File: config.mk
export PLATFORM = sky130hd
export DESIGN_NAME = shift_add_multiplier
export DESIGN_NICKNAME = d
export VERILOG_FILES = /design/src/rtl/mul_pkg.sv /design/src/rtl/mul_ctrl.sv /design/src/rtl/shift_add_multiplier.sv
export SDC_FILE = /design/constraint.sdc
export NUM_CORES = 1
export LEC_CHECK = 0
export CORE_ASPECT_RATIO = 1.2
export CORE_MARGIN = 4
export CORE_UTILIZATION = 42
export DETAILED_ROUTE_END_ITERATION = 7
export GPL_TIMING_DRIVEN = 0
export PLACE_DENSITY = 0.87
export SETUP_SLACK_MARGIN = 0.2
export SLEW_MARGIN = 20
export SYNTH_ARGS = -nofsm -noshare
export SYNTH_HDL_FRONTEND = slang
export SYNTH_HIERARCHICAL = 1
export SYNTH_SLANG_ARGS = --single-unit
File: constraint.sdc
create_clock -name Clk -period 1.68 [get_ports Clk]
set_clock_uncertainty 0.1 [all_clocks]
set_input_delay 0.504 -clock Clk [delete_from_list [all_inputs] [get_ports Clk]]
set_output_delay 0.504 -clock Clk [all_outputs]
set_load 0.005 [all_outputs]
File: src/rtl/mul_pkg.sv
// mul_pkg: shared state encoding and sizing for the shift-and-add multiplier.
package mul_pkg;
    localparam int MUL_WIDTH = 8;
    localparam int MUL_STEP_W = 4;
    localparam int MUL_LATENCY = MUL_WIDTH + 1;
    typedef enum logic [1:0] {
        S_IDLE = 2'b00,
        S_RUN  = 2'b01,
        S_DONE = 2'b10
    } mul_state_t;
endpackage

File: src/rtl/mul_ctrl.sv
// mul_ctrl: sequencing FSM and step counter for the shift-and-add multiplier.
module mul_ctrl
    import mul_pkg::*;
#(
    parameter int WIDTH  = MUL_WIDTH,
    parameter int STEP_W = MUL_STEP_W
) (
    input  logic clk,
    input  logic rst_n,
    input  logic start,
    output logic load,
    output logic step,
    output logic last,
    output logic busy,
    output logic done
);
    mul_state_t state;
    logic [STEP_W-1:0] count;
    assign load = (state == S_IDLE) && start;
    assign step = (state == S_RUN);
    assign last = step && (count == STEP_W'(WIDTH - 1));
    always_ff @(posedge clk or negedge rst_n) begin
        if (!rst_n) begin
            state <= S_IDLE;
            count <= '0;
            busy  <= 1'b0;
            done  <= 1'b0;
        end else begin
            case (state)
                S_IDLE: if (start) begin
                    state <= S_RUN;
                    count <= '0;
                    busy  <= 1'b1;
                end
                S_RUN: begin
                    count <= count + 1'b1;
                    if (last) begin
                        state <= S_DONE;
                        done  <= 1'b1;
                    end
                end
                S_DONE: begin
                    state <= S_IDLE;
                    busy  <= 1'b0;
                    done  <= 1'b0;
                end
                default: begin
                    state <= S_IDLE;
                    count <= '0;
                    busy  <= 1'b0;
                    done  <= 1'b0;
                end
            endcase
        end
    end
endmodule

File: src/rtl/shift_add_multiplier.sv
// shift_add_multiplier: 8x8 unsigned sequential multiplier reusing the external adder.
// Define MUL_OVF_FLAG_EN to add the Ovf output (product exceeds WIDTH bits).
module shift_add_multiplier
    import mul_pkg::*;
#(
    parameter int WIDTH  = MUL_WIDTH,
    parameter int STEP_W = MUL_STEP_W
) (
    input  logic               Clk,
    input  logic               Reset_n,
    input  logic               Start,
    input  logic [WIDTH-1:0]   Multiplicand,
    input  logic [WIDTH-1:0]   Multiplier,
    output logic               Busy,
    output logic               Done,
`ifdef MUL_OVF_FLAG_EN
    output logic               Ovf,
`endif
    output logic [2*WIDTH-1:0] Product,
    output logic [WIDTH-1:0]   Adder_A,
    output logic [WIDTH-1:0]   Adder_B,
    output logic               Adder_Carry_in,
    input  logic [WIDTH-1:0]   Adder_Sum,
    input  logic               Adder_Carry_out
);
    logic [WIDTH-1:0] acc, mq, mreg;
    logic [2*WIDTH-1:0] shifted;
    logic load, step, last;
    mul_ctrl #(.WIDTH(WIDTH), .STEP_W(STEP_W)) u_ctrl (
        .clk(Clk), .rst_n(Reset_n), .start(Start),
        .load(load), .step(step), .last(last), .busy(Busy), .done(Done)
    );
    assign Adder_A = acc;
    assign Adder_B = (step && mq[0]) ? mreg : '0;
    assign Adder_Carry_in = 1'b0;
    // Carry lands in the accumulator MSB; the multiplier bit just consumed drops off the bottom.
    assign shifted = {Adder_Carry_out, Adder_Sum, mq[WIDTH-1:1]};
    always_ff @(posedge Clk or negedge Reset_n) begin
        if (!Reset_n) begin
            acc     <= '0;
            mq      <= '0;
            mreg    <= '0;
            Product <= '0;
`ifdef MUL_OVF_FLAG_EN
            Ovf     <= 1'b0;
`endif
        end else if (load) begin
            acc  <= '0;
            mq   <= Multiplier;
            mreg <= Multiplicand;
        end else if (step) begin
            {acc, mq} <= shifted;
            if (last) begin
                Product <= shifted;
`ifdef MUL_OVF_FLAG_EN
                Ovf     <= |shifted[2*WIDTH-1:WIDTH];
`endif
            end
        end
    end
endmodule

==> results of run 1 <==
[metal layers]
layer | vias to the layer above | routed length, um | global-route usage
met4 | 0 | 95 | 0.07692
met1 | 813 | 2204 | 0.2142
met3 | 10 | 255 | 0.04147
met5 | - | 0 | 0
met2 | 45 | 3266 | 0.3355
li1 | 757 | - | -
[where the power goes]
group	switching, uW	internal (uW)	total (uW)	leakage, uW
clock network	382	329	711	0.0000510
registers	413	1720	2130	0.000572
logic	1320	2270	3580	0.00109
[per-stage QoR]
stage / TNS [ns] / instance area (um^2)
final: -9.490 / 3556
after global placement: -91.69 / 2779
after global routing: -11.68 / 3556
after detailed placement: -27.73 / 2794
after floorplan: -1.779 / 2096
after CTS: -6.656 / 3279
[layout make-up]
type / count / area (um^2)
buffer: 10 / 151.4
clock buffer: 6 / 82.58
clock inverter: 2 / 10.01
fill: 274 / 1140
inverter: 2 / 10.01
multi-input combinational: 97 / 1085
sequential: 48 / 1201
tap: 58 / 72.57
timing repair buffer: 102 / 943.4
[worst paths after layout]
kind                                             start                endpoint  slack, ns  cells past startpoint
min in group Clk                Product[8]$_DFFE_PN0P_  Product[8]$_DFFE_PN0P_       0.41                      1
hold reg to reg                 Product[8]$_DFFE_PN0P_  Product[8]$_DFFE_PN0P_       0.41                      1
hold / removal                                 Reset_n     mreg[5]$_DFFE_PN0P_       0.06                      1
setup reg to reg           u_ctrl/state[1]$_DFFE_PN0P_  Product[7]$_DFFE_PN0P_      -0.32                      9
setup / recovery           u_ctrl/state[0]$_DFFE_PN0P_              Adder_B[4]      -0.35                      7
max in group asynchronous                      Reset_n  Adder_A[4]$_DFFE_PN0P_       0.89                      2
[cell families (layout without fill, tap and decap cells)]
group,count (synthesis),count (layout),share of synthesized area
flops,48,48,0.5787
mux,40,40,0.2254
simple gates,38,38,0.1001
compound gates,15,15,0.04219
buf+inv,12,122,0.03737
xor+xnor,2,2,0.008440
fa+ha+maj,1,1,0.006027
other cells,1,1,0.001807
[repair_timing]
item                                    in CTS  in global routing
gates resized for setup                    195                 57
endpoints found under the setup margin      74                 49
gates cloned                                 4                  1
pin swaps                                    2                 11
setup buffers                               30                  5
[placed cells by master, fill, tap and decap left out, drive strengths merged]
master / Yosys / final
xor2: 1 / 1
o22ai: 5 / 5
conb: 1 / 1
xnor2: 1 / 1
or2b: 1 / 1
buf: 8 / 84
nand3b: 1 / 1
dlygate4sd2: 0 / 1
a21oi: 1 / 1
and2: 2 / 2
nor2: 10 / 10
clkinv: 0 / 2
nand3: 1 / 1
nand2b: 1 / 1
mux2i: 16 / 16
inv: 2 / 2
and3: 8 / 8
dfrtp: 48 / 48
o21ai: 9 / 9
and3b: 1 / 1
clkbuf: 2 / 8
nand2: 13 / 13
clkdlybuf4s50: 0 / 25
mux2: 24 / 24
ha: 1 / 1
[flip-flops by register name (all words and copies together) (netlist names)]
| register | cells |
|---|---|
| mreg | 8 |
| u_ctrl/count | 4 |
| Adder_A | 8 |
| u_ctrl/done | 1 |
| Product | 16 |
| u_ctrl/state | 2 |
| mq | 8 |
| u_ctrl/busy | 1 |
==> impl_summary.md, run 1 <==
Placed design
At the end of routability-driven placement, the weighted congestion stood at 0.7632. The number of cells after detailed placement is 277. Once detailed placement completed, the half-perimeter wirelength came to 3.288 mm. The worst setup slack after placement is -0.7204 ns. The count of buffers inserted at the top-level ports is 61.

Floorplanning
The die covers 6136 um^2. In this run the vertical extent of the chip is 85.01 um. The I/O pin count is 63. The core region is 4696 um^2.

The initialized floorplan defines 27 standard-cell rows. The die span in x is 72.18 um. For this configuration, the core starts out at a cell density of 0.4420.

Critical path
The buffers plus inverters on the worst setup path is 5. The worst setup path is of the reg2out kind. The kind of cell with the highest combined delay along the critical path is buffers and inverters. The worst-path maximum fanout is 4.

The arrival time at the worst endpoint is 1.42 ns. STA puts the critical path data required time at 1.08 ns. The largest single stage delay on the critical path is 0.38 ns. On the critical path, the stage with the largest delay is an instance of dfrtp_1.

The critical path goes through buf_6 -> nand2b_4 -> inv_4 -> buf_6 -> buf_16 -> and3_4 -> buf_6. The worst setup path is captured at an output pin. The worst setup path is launched from a flop.

The cell occurring most often along the worst timing path is buf_6.

STA
The final critical-path setup slack is -0.3472 ns. The count of final setup violators is 48. In the finished design, the share of the clock period the worst path needs comes to 1.207.

The minimum clock period after layout is 2.027 ns. The highest clock frequency the design can meet is 493.3 MHz. At the pin with the least slew margin, the transition time is 0.5069 ns. The final hold slack is 0.06166 ns. Setup repair after global routing could not meet its margin everywhere. The total count of hold-check failures in the final report is 0. The normalized max-slew margin is 0.6621. The final count of pins violating max slew is 0.

Clock tree
TritonCTS built the clock tree. The clock root buffer master is clkbuf_8. Clock-pin slew was measured on the worst setup and hold paths at 0.09 ns. The clock buffer count from CTS is 5.

In this run the number of H-tree levels came out at 2. For this design, the sink count on the clock tree is 48. In this run, post-CTS hold repair placed 0 buffers. At the later pin of the worst-skew pair, clock insertion delay measures 0.31 ns.

The clock passes through at most 2 buffers.

Logic synthesis
The synthesized netlist contains 27 unique library cells. The cell count after synthesis came out at 157. The fraction of registers with async set or reset after synthesis is 1.000. The share of the synthesized area in the top cell type is 0.5787. After synthesis the netlist holds a flip-flop and latch count of 48. The mapped cell area is 2076 um^2. The most frequently used cell type in the post-synthesis netlist is dfrtp_1. The mean post-synth cell area is 13.22 um^2. The Yosys step of the flow raised 6 warnings.

In the synthesized netlist the dominant register cell turns out to be dfrtp_1. For this run, the register share of the synthesized area comes to 0.5787. Ranked by total cell area, the synthesized netlist is headed by dfrtp_1 (58%), mux2i_1 (7.7%), mux2_2 (7.6%). The synthesized netlist net count is 186. The biggest area contributor in the post-synthesis netlist is dfrtp_1. The number of enable flip-flop cells after synthesis is 0. The commonest cells after synthesis are dfrtp_1 (48), mux2i_1 (16), mux2_2 (14).

Detailed routing
The residual antenna-violating net count after detailed routing is 0. Dividing the detail-routed wire length by the instance count gives 17.91 um. In the routed design, unresolved DRC markers number 0.

The routed wire length is 5.821 mm. After detailed routing, the number of vias per cell comes to 5.000. The vias after detailed routing is 1625. The first-pass iteration count of the detailed router is 4. For this block, the initial DRC count from the detailed router was 96.

Layout
Of the cells placed in the final design, the portion with a size suffix greater than 1 is 0.5993. Excluding fillers, the count of instances in the completed layout stands at 325. The post-layout utilization of the core is 0.7573. For this run, the post-layout net count is 295. The signed area change from the synthesized netlist to the final layout is 71.31%. The number of diodes added for antenna fixing is 0.

GRT
In the global route stage, overall resource usage came out at 0.1884. The via count of the first global-routing pass is 1800. The largest net degree at the start of global routing is 29.

The total overflow left after global routing is 0. The wire length of the first global-routing pass is 8.914 mm. The initial antenna violation count was 0.

Hold path
The path class of the tightest hold or removal check is in2async.

Flow run
The tool flagged a number of max-cap violations equal to 0.

Power
Total power for the finished layout comes to 6429 uW. The power density normalized to cell area is 1808 nW/um^2. Across the VDD grid, the largest voltage drop is 1.104 mV. Summed over all cells, the static leakage comes to 0.001714 uW.

Run status
The run finished, with violations left. The final reports fail on negative setup slack.
(Power assumes the default switching activity.)
==> run 2, diff against run 1 <==
--- a/config.mk
+++ b/config.mk
@@ -7,10 +7,11 @@
 export LEC_CHECK = 0
 export CORE_ASPECT_RATIO = 1.2
 export CORE_MARGIN = 4
-export CORE_UTILIZATION = 42
+export CORE_UTILIZATION = 56
 export DETAILED_ROUTE_END_ITERATION = 7
+export DONT_BUFFER_PORTS = 1
 export GPL_TIMING_DRIVEN = 0
-export PLACE_DENSITY = 0.87
+export PLACE_DENSITY = 0.85
 export SETUP_SLACK_MARGIN = 0.2
 export SLEW_MARGIN = 20
 export SYNTH_ARGS = -nofsm -noshare
==> run 2 against run 1 <==
The flow finishes with violations (negative hold slack, negative setup slack). Core utilization is 0.18 points higher. Register-to-register slack better by 0.05 ns. Maximum frequency is 3.9% higher. Sequential share of layout area is 12 points higher. Non-clock buffer count is 85 lower. Highest routed layer unchanged.
==> impl_summary.md, run 2 (same netlist as run 1, synthesis figures left out) <==
Layout
The fraction of final layout cells with drive strength greater than 1 is 0.4420 (was 0.5993). The largest register by flop count is Product (unchanged). The final standard cell count with taps included and fillers excluded is 218 (was 325). The final net count is 210 (was 295). The number of diodes added for antenna fixing is 0 (unchanged). The count of fill cells added during filler insertion came to 209 (was 274). The flip-flop count of the largest register after layout is 16 (unchanged). Highest-count cells in the layout ignoring fill and taps: dfrtp_1 (48), mux2_4 (18), mux2i_1 (15) (was dfrtp_1 (48), buf_2 (27), clkdlybuf4s50_1 (25)). The most frequent standard cell in the layout excluding fill and tap cells is dfrtp_1 (unchanged). The signed area change from the synthesized netlist to the final layout is 26.28% (was 71.31%).

Floorplanning
The I/O pin count is 63 (unchanged). The area of the core is 3453 um^2 (was 4696 um^2). The overall die area came to 4748 um^2 (was 6136 um^2). The number of placement rows came to 23 (was 27). The initial cell density of the core was 0.6011 (was 0.4420). The die height is 74.69 um (was 85.01 um). The die span in x is 63.58 um (was 72.18 um).

GRT
The wire length of the first global-routing pass is 7.748 mm (was 8.914 mm). The initial antenna violation count was 0 (unchanged). The met2 routing resource usage after global routing was 0.3968 (was 0.3355).

The met1 routing resource usage after global routing is 0.2388 (was 0.2142). The met3 global-route usage was 0.06269 (was 0.04147). The via count of the first global-routing pass is 1527 (was 1800). The most congested layer reported by global routing is met2 (unchanged).

The aggregate global-route resource usage is 0.2177 (was 0.1884). The largest net degree at the start of global routing is 49 (was 29). The total grt overflow is 0 (unchanged).

Power
The leakage power of the design came to 0.001278 uW (was 0.001714 uW). The power density normalized to cell area is 1991 nW/um^2 (was 1808 nW/um^2). The largest vdd supply drop is 1.028 mV (was 1.104 mV).

Detailed routing
The average vias per placed instance is 6.055 (was 5.000). The residual antenna-violating net count after detailed routing was 0 (unchanged). The vias after detailed routing is 1320 (was 1625).

The first-pass iteration count of the detailed router is 5 (was 4). The routed wire length is 5.010 mm (was 5.821 mm). The violation count after the first detailed-route iteration is 58 (was 96). The per-cell routed wire length is 22.98 um (was 17.91 um).

The residual DRC count is 0 (unchanged).

Clock tree
The clock sink count came to 48 (unchanged). The clock tree from TritonCTS is yes (unchanged). The largest buffer count on any clock path is 2 (unchanged). The clock root buffer master is clkbuf_8 (unchanged). The clock latency on the worst-skew pair came to 0.30 ns (was 0.31 ns). The H-tree depth came to 2 (unchanged). The clock buffer count from CTS is 5 (unchanged).

The clock-pin slew on the worst setup and hold paths is 0.09 ns (about the same).

Critical path
The worst-path maximum fanout was 5 (was 4). The destination of the worst register-to-register timing path is Product[12]$_DFFE_PN0P_ (was Product[7]$_DFFE_PN0P_). The cell occurring most often along the worst timing path is buf_12 (was buf_6). The depth of the worst register-to-register path is 7 (was 9). The element type at the critical path end is a flop (was output pin).

The kind of start point of the critical path is a flop (unchanged). The buffers plus inverters on the worst setup path is 2 (was 5). The required time of the critical path is 1.77 ns (was 1.08 ns). The register-to-register setup slack is -0.27 ns (was -0.32 ns). The number of logic stages on the critical path including buffering is 7 (unchanged). The slowest library cell on the worst path is dfrtp_1 (unchanged). Cells along the critical path: ha_2 -> and3b_2 -> and2_1 -> nand3b_4 -> buf_12 -> buf_12 -> mux2_2 (was buf_6 -> nand2b_4 -> inv_4 -> buf_6 -> buf_16 -> and3_4 -> buf_6). The beginning of the worst register-to-register path is u_ctrl/count[0]$_DFFE_PN0P_ (was u_ctrl/state[1]$_DFFE_PN0P_). The end point of the critical path was Product[12]$_DFFE_PN0P_ (was Adder_B[4]). The start point of the critical path is u_ctrl/count[0]$_DFFE_PN0P_ (was u_ctrl/state[0]$_DFFE_PN0P_). The category of the critical setup timing path was reg2reg (was reg2out). The cell family with the largest share of critical-path delay is simple AND/OR/NAND/NOR gates (was buffers and inverters).

The worst stage delay on the critical path came to 0.41 ns (was 0.38 ns). The arrival time at the worst endpoint was 2.04 ns (was 1.42 ns).

STA
The highest clock frequency the design can meet is 512.7 MHz (was 493.3 MHz). The final count of pins violating max slew came to 0 (unchanged). RSZ-0062 raised after global routing: yes (unchanged).

The total count of hold-check failures in the final report came to 48 (was 0). The minimum clock period after layout is 1.950 ns (was 2.027 ns). The setup total negative slack is -5.573 ns (was -9.490 ns). The count of final setup violators is 24 (was 48). The final critical-path setup slack was -0.2705 ns (was -0.3472 ns). The ratio of final minimum period to clock period came to 1.161 (was 1.207). The final hold slack was -0.2176 ns (was 0.06166 ns).

Placed design
The HPWL after detailed placement is 3.024 mm (was 3.288 mm). The final weighted congestion in routability-driven placement was 0.7424 (was 0.7632). The number of cells after detailed placement was 194 (was 277). The count of buffers inserted at the top-level ports is 0 (was 61).

Run status
Result of the run: finished, violations left (unchanged). Violations in the final reports: negative hold slack, negative setup slack (was negative setup slack).

Hold path
The class of the tightest hold or removal check is in2async (unchanged).

Flow run
The number of max-capacitance violations reported is 0 (unchanged).
## run 2: cell types whose count changed in the layout (fill, tap and decap cells not counted), sizes merged
| cell | delta |
|---|---|
| buf | -59 |
| clkdlybuf4s50 | -25 |
| bufinv | +2 |
| clkinv | -2 |
| clkbuf | -1 |
| dlygate4sd2 | -1 |
## run 2: layout make-up
| class | instances | area (um^2) | share of cell area |
|---|---|---|---|
| clock buffers | 5 | 68.82 | 0.02625 |
| well taps | 37 | 46.29 | 0.01766 |
| plain buffers | 10 | 136.4 | 0.05203 |
| inverters | 2 | 10.01 | 0.003819 |
| multi-input cells | 97 | 904.6 | 0.3451 |
| repair buffers | 17 | 193.9 | 0.07399 |
| flip-flops and latches | 48 | 1201 | 0.4582 |
| clock inverters | 2 | 60.06 | 0.02291 |
## run 2: what timing repair did
item	4_1_cts	5_1_grt
endpoints found under the setup margin	46	48
pin swaps	0	1
resized for setup	48	5
cloned	2	0
setup buffers	13	2
endpoints found under the hold margin	48	48
## run 2: worst min path at each step
stage / start / slack (ns) / end / depth (start not counted)
after floorplan: Reset_n / 0.11 / Adder_A[0]$_DFFE_PN0P_ / 0
after global placement: Reset_n / 0.11 / u_ctrl/state[0]$_DFFE_PN0P_ / 0
after detailed placement: Reset_n / 0.11 / u_ctrl/done$_DFFE_PN0P_ / 0
after CTS: Reset_n / -0.21 / u_ctrl/done$_DFFE_PN0P_ / 0
after global routing: Reset_n / -0.23 / u_ctrl/busy$_DFFE_PN0P_ / 0
final: Reset_n / -0.22 / u_ctrl/done$_DFFE_PN0P_ / 0
## run 2: routing by layer
metal	up-vias	share of wire	routed length [um]
met5	-	0	0
met4	0	0.024	119
met3	9	0.079	397
met2	60	0.53	2665
met1	667	0.36	1827
li1	584	-	-
## run 2: power by group
| part | switching (uW) | total [uW] | leakage, uW | internal, uW |
|---|---|---|---|---|
| Sequential | 494 | 2220 | 0.000572 | 1720 |
| Clock | 371 | 957 | 0.0000642 | 586 |
| Combinational | 812 | 2040 | 0.000642 | 1230 |
## run 2: through the flow
step                      total power (uW)    util  cell area [um^2]  setup slack (ns)
after global routing                  5477  0.7591              2621           -0.3140
after global placement                3487  0.6203              2142           -0.2359
after CTS                             5065  0.7489              2586           -0.2476
after detailed placement              3620  0.6203              2142           -0.2580
after floorplan                       3257       -              2096           -0.1424
final                                 5218  0.7591              2621           -0.2705
==> run 3, diff against run 2 <==
--- a/config.mk
+++ b/config.mk
@@ -5,6 +5,7 @@
 export SDC_FILE = /design/constraint.sdc
 export NUM_CORES = 1
 export LEC_CHECK = 0
+export ABC_AREA = 1
 export CORE_ASPECT_RATIO = 1.2
 export CORE_MARGIN = 4
 export CORE_UTILIZATION = 56
==> constraint.sdc (replaced) <==
create_clock -name Clk -period 1.6 [get_ports Clk]
set_clock_uncertainty 0.1 [all_clocks]
set_input_delay 0.48 -clock Clk [delete_from_list [all_inputs] [get_ports Clk]]
set_output_delay 0.48 -clock Clk [all_outputs]
set_load 0.005 [all_outputs]
==> run 3 against run 2 <==
The run still ends with negative hold slack, negative setup slack left. Combinational power up 22%. Power grew 5.8%. Critical path depth down 3. Sequential cell count unchanged. Clock power shrank 21%. Area after synthesis up 2.7%. Die area is 2.4% higher. Clock-buffer cell count is 1 higher. Critical endpoint is now Adder_B[4]. Largest cell class unchanged.
==> impl_summary.md, run 3 <==
Placed design
The worst setup slack after placement is -0.07244 ns (was -0.2580 ns). The final weighted congestion in routability-driven placement came to 0.7701 (was 0.7424). The HPWL after detailed placement is 3.250 mm (was 3.024 mm). The count of buffers inserted at the top-level ports is 0 (unchanged).

Power
The combinational power share is 0.449 (was 0.392). The total net switching power is 2173 uW (was 1677 uW). The leakage power of the design is 0.001447 uW (was 0.001278 uW). The largest vdd supply drop was 1.064 mV (was 1.028 mV).

The net switching share of the total power is 0.3937 (was 0.3214). The power density normalized to cell area is 1924 nW/um^2 (was 1991 nW/um^2). The internal power came to 3346 uW (was 3541 uW). The part of the total power dissipated in the clock network is 0.137 (was 0.183). The share of total power in sequential cells is 0.414 (was 0.425).

Clock tree
The H-tree depth is 2 (unchanged). The largest buffer count on any clock path came to 2 (unchanged). The clock tree from TritonCTS is yes (unchanged).

The clock-pin slew on the worst setup and hold paths is 0.09 ns (about the same). The clock sink count is 48 (unchanged). The clock root buffer master is clkbuf_8 (unchanged). The clock buffer count from CTS is 5 (unchanged). The clock latency on the worst-skew pair is 0.30 ns (about the same).

Flow run
The number of max-capacitance violations reported is 0 (unchanged).

Logic synthesis
The mapped cell area is 2132 um^2 (was 2076 um^2). The yosys synthesis warning count was 6 (unchanged). The flop and latch count out of synthesis is 48 (unchanged). The mean post-synth cell area was 8.847 um^2 (was 13.22 um^2). The number of distinct standard cells referenced by the synthesized netlist is 20 (was 27).

Cell types occupying the most area after synthesis: dfrtp_1 (56%), nand2_1 (16%), nand3_1 (6.1%) (was dfrtp_1 (58%), mux2i_1 (7.7%), mux2_2 (7.6%)). The share of the synthesized area in the top cell type was 0.5634 (was 0.5787). The most frequently used cell type in the post-synthesis netlist is nand2_1 (was dfrtp_1).

The dominant cell type by area after synthesis is dfrtp_1 (unchanged). The number of enable flip-flop cells after synthesis is 0 (unchanged). The synthesized netlist net count is 270 (was 186). The post-synthesis instance total was 241 (was 157).

The proportion of synthesized chip area in sequential cells is 0.5634 (was 0.5787). The fraction of registers with async set or reset after synthesis is 1.000 (unchanged). Most used standard cells in the synthesized netlist: nand2_1 (89), dfrtp_1 (48), nand3_1 (26) (was dfrtp_1 (48), mux2i_1 (16), mux2_2 (14)). The flip-flop cell with the highest count after synthesis is dfrtp_1 (unchanged).

Critical path
The slowest library cell on the worst path is dfrtp_1 (unchanged). Cells along the critical path: nor2_4 -> buf_8 -> nand2_8 -> nor2_2 (was ha_2 -> and3b_2 -> and2_1 -> nand3b_4 -> buf_12 -> buf_12 -> mux2_2). The worst stage delay on the critical path came to 0.41 ns (about the same). The required time of the critical path came to 1.02 ns (was 1.77 ns). The arrival time at the worst endpoint is 1.19 ns (was 2.04 ns). The element type at the critical path end was an output pin (was flop). The category of the critical setup timing path is reg2out (was reg2reg). The worst-path maximum fanout came to 8 (was 5). The kind of start point of the critical path is a flop (unchanged).

Floorplanning
The I/O pin count is 63 (unchanged). The die height is 75.59 um (was 74.69 um). The initial cell density of the core came to 0.5820 (was 0.6011).

The overall die area is 4862 um^2 (was 4748 um^2). The number of placement rows came to 24 (was 23). The die span in x came to 64.33 um (was 63.58 um). The area of the core is 3664 um^2 (was 3453 um^2).

Detailed routing
The residual DRC count is 0 (unchanged). The violation count after the first detailed-route iteration was 147 (was 58). The vias after detailed routing was 1887 (was 1320). The per-cell routed wire length is 16.70 um (was 22.98 um). The average vias per placed instance was 5.485 (was 6.055).

The routed wire length was 5.746 mm (was 5.010 mm). The residual antenna-violating net count after detailed routing is 0 (unchanged). The first-pass iteration count of the detailed router is 4 (was 5).

GRT
The initial antenna violation count is 0 (unchanged). The largest net degree at the start of global routing was 49 (unchanged). The wire length of the first global-routing pass is 8.507 mm (was 7.748 mm). The total grt overflow came to 0 (unchanged). The aggregate global-route resource usage is 0.2301 (was 0.2177). The via count of the first global-routing pass was 1770 (was 1527).

STA
The final hold slack was -0.2441 ns (was -0.2176 ns). The total count of hold-check failures in the final report came to 48 (unchanged). The count of final setup violators is 36 (was 24). RSZ-0062 raised after global routing: yes (unchanged). The ratio of final minimum period to clock period is 1.105.

Derived from the worst setup path, the maximum achievable clock frequency is 565.8 MHz. The final count of pins violating max slew is 0 (unchanged). Counting I/O delays and the setup requirement, the final critical path takes 1.768 ns. The final critical-path setup slack is -0.1675 ns (was -0.2705 ns).

Layout
The final net count is 320 (was 210). The fraction of final layout cells with drive strength greater than 1 is 0.3562 (was 0.4420). The most frequent standard cell in the layout excluding fill and tap cells is nand2_1 (was dfrtp_1). The number of diodes added for antenna fixing is 0 (unchanged). The signed area change from the synthesized netlist to the final layout came to 34.57% (was 26.28%).

The count of fill cells added during filler insertion is 234 (was 209). The post-layout utilization of the core is 0.7831 (was 0.7591). The flip-flop count of the largest register after layout is 16 (unchanged).

Highest-count cells in the layout ignoring fill and taps: nand2_1 (75), dfrtp_1 (48), buf_4 (29) (was dfrtp_1 (48), mux2_4 (18), mux2i_1 (15)). The largest register by flop count is Product (unchanged).

Hold path
The class of the tightest hold or removal check is in2async (unchanged).

Run status
Violations in the final reports: negative hold slack, negative setup slack (unchanged). Result of the run: finished, violations left (unchanged).
run 3: changes by cell type in the layout (fill, tap and decap cells not counted), sizes merged, moves of 2 or more:
cell      before  now
nand2         13   91
nand3          1   27
mux2          24    0
bufinv         2    0
inv            2   15
and2           2    0
mux2i         16    0
nor2          10   14
and3           8    0
nand4          0   17
buf           25   57
clkinvlp       0    2
o22ai          5    0
run 3: path summary, 6_finish.rpt:
path | from | to | slack (ns) | depth (start not counted)
max | u_ctrl/state[1]$_DFFE_PN0P_ | Adder_B[4] | -0.17 | 4
min | Reset_n | Product[15]$_DFFE_PN0P_ | -0.24 | 0
max reg2reg | u_ctrl/state[1]$_DFFE_PN0P_ | mq[0]$_DFFE_PN0P_ | -0.10 | 11
min reg2reg | Adder_A[1]$_DFFE_PN0P_ | Adder_A[1]$_DFFE_PN0P_ | 0.41 | 2
max in group asynchronous | Reset_n | Product[8]$_DFFE_PN0P_ | 1.55 | 0
min in group Clk | Multiplicand[2] | mreg[2]$_DFFE_PN0P_ | 0.20 | 2
run 3: power by group through the flow:
stage               Combinational, uW  Clock [uW]  Sequential, uW
floorplan                        1340           0            2150
global placement                 1530           0            2250
detailed placement               1600           0            2280
CTS                              2030         776            2260
global route                     2720         822            2360
finish                           2480         755            2290
run 3: cells by family after synthesis:
| family | count (synthesis) | synth area share |
|---|---|---|
| other | 1 | 0.001759 |
| AND/OR/NAND/NOR | 149 | 0.3175 |
| AO/OA/AOI/OAI | 11 | 0.02758 |
| adder cells (fa/ha/maj) | 1 | 0.005868 |
| buffers and inverters | 31 | 0.08392 |
| flip-flops | 48 | 0.5634 |
run 3: metrics by stage:
step	power [uW]	instance area (um^2)	instances	TNS (ns)
detailed placement	3876	2248	293	-0.5941
global placement	3789	2248	293	-0.1407
finish	5519	2869	344	-2.793
floorplan	3495	2183	241	0
global route	5898	2869	344	-6.180
CTS	5066	2638	327	-1.271
run 3: layer usage:
layer | GRT usage | vias to the layer above | wire length, um
li1 | - | 871 | -
met1 | 0.2668 | 907 | 2063
met2 | 0.4071 | 91 | 3092
met3 | 0.06785 | 18 | 438
met4 | 0.08920 | 0 | 151
met5 | 0 | - | 0
run 3: timing repair:
| action | 4_1_cts | 5_1_grt |
|---|---|---|
| resized for setup | 38 | 28 |
| gates cloned | 6 | 2 |
| pin swaps | 9 | 7 |
| buffers inserted | 20 | 15 |
| setup endpoints to repair | 40 | 52 |
| hold endpoints to repair | 48 | 48 |
run 3: worst max-delay path, delay by kind of cell, from the launching register on:
family	cells	cell delay (ns)
buf+inv	1	0.12
simple gates	3	0.35
flops	1	0.41
run 3: layout make-up:
type / count / area (um^2) / area share
multi-input combinational: 162 / 873.3 / 0.3044
clock buffer: 6 / 82.58 / 0.02878
sequential: 48 / 1201 / 0.4187
tap: 52 / 65.06 / 0.02268
buffer: 15 / 161.4 / 0.05626
clock inverter: 2 / 15.01 / 0.005233
timing repair buffer: 43 / 397.9 / 0.1387
inverter: 16 / 72.57 / 0.02529
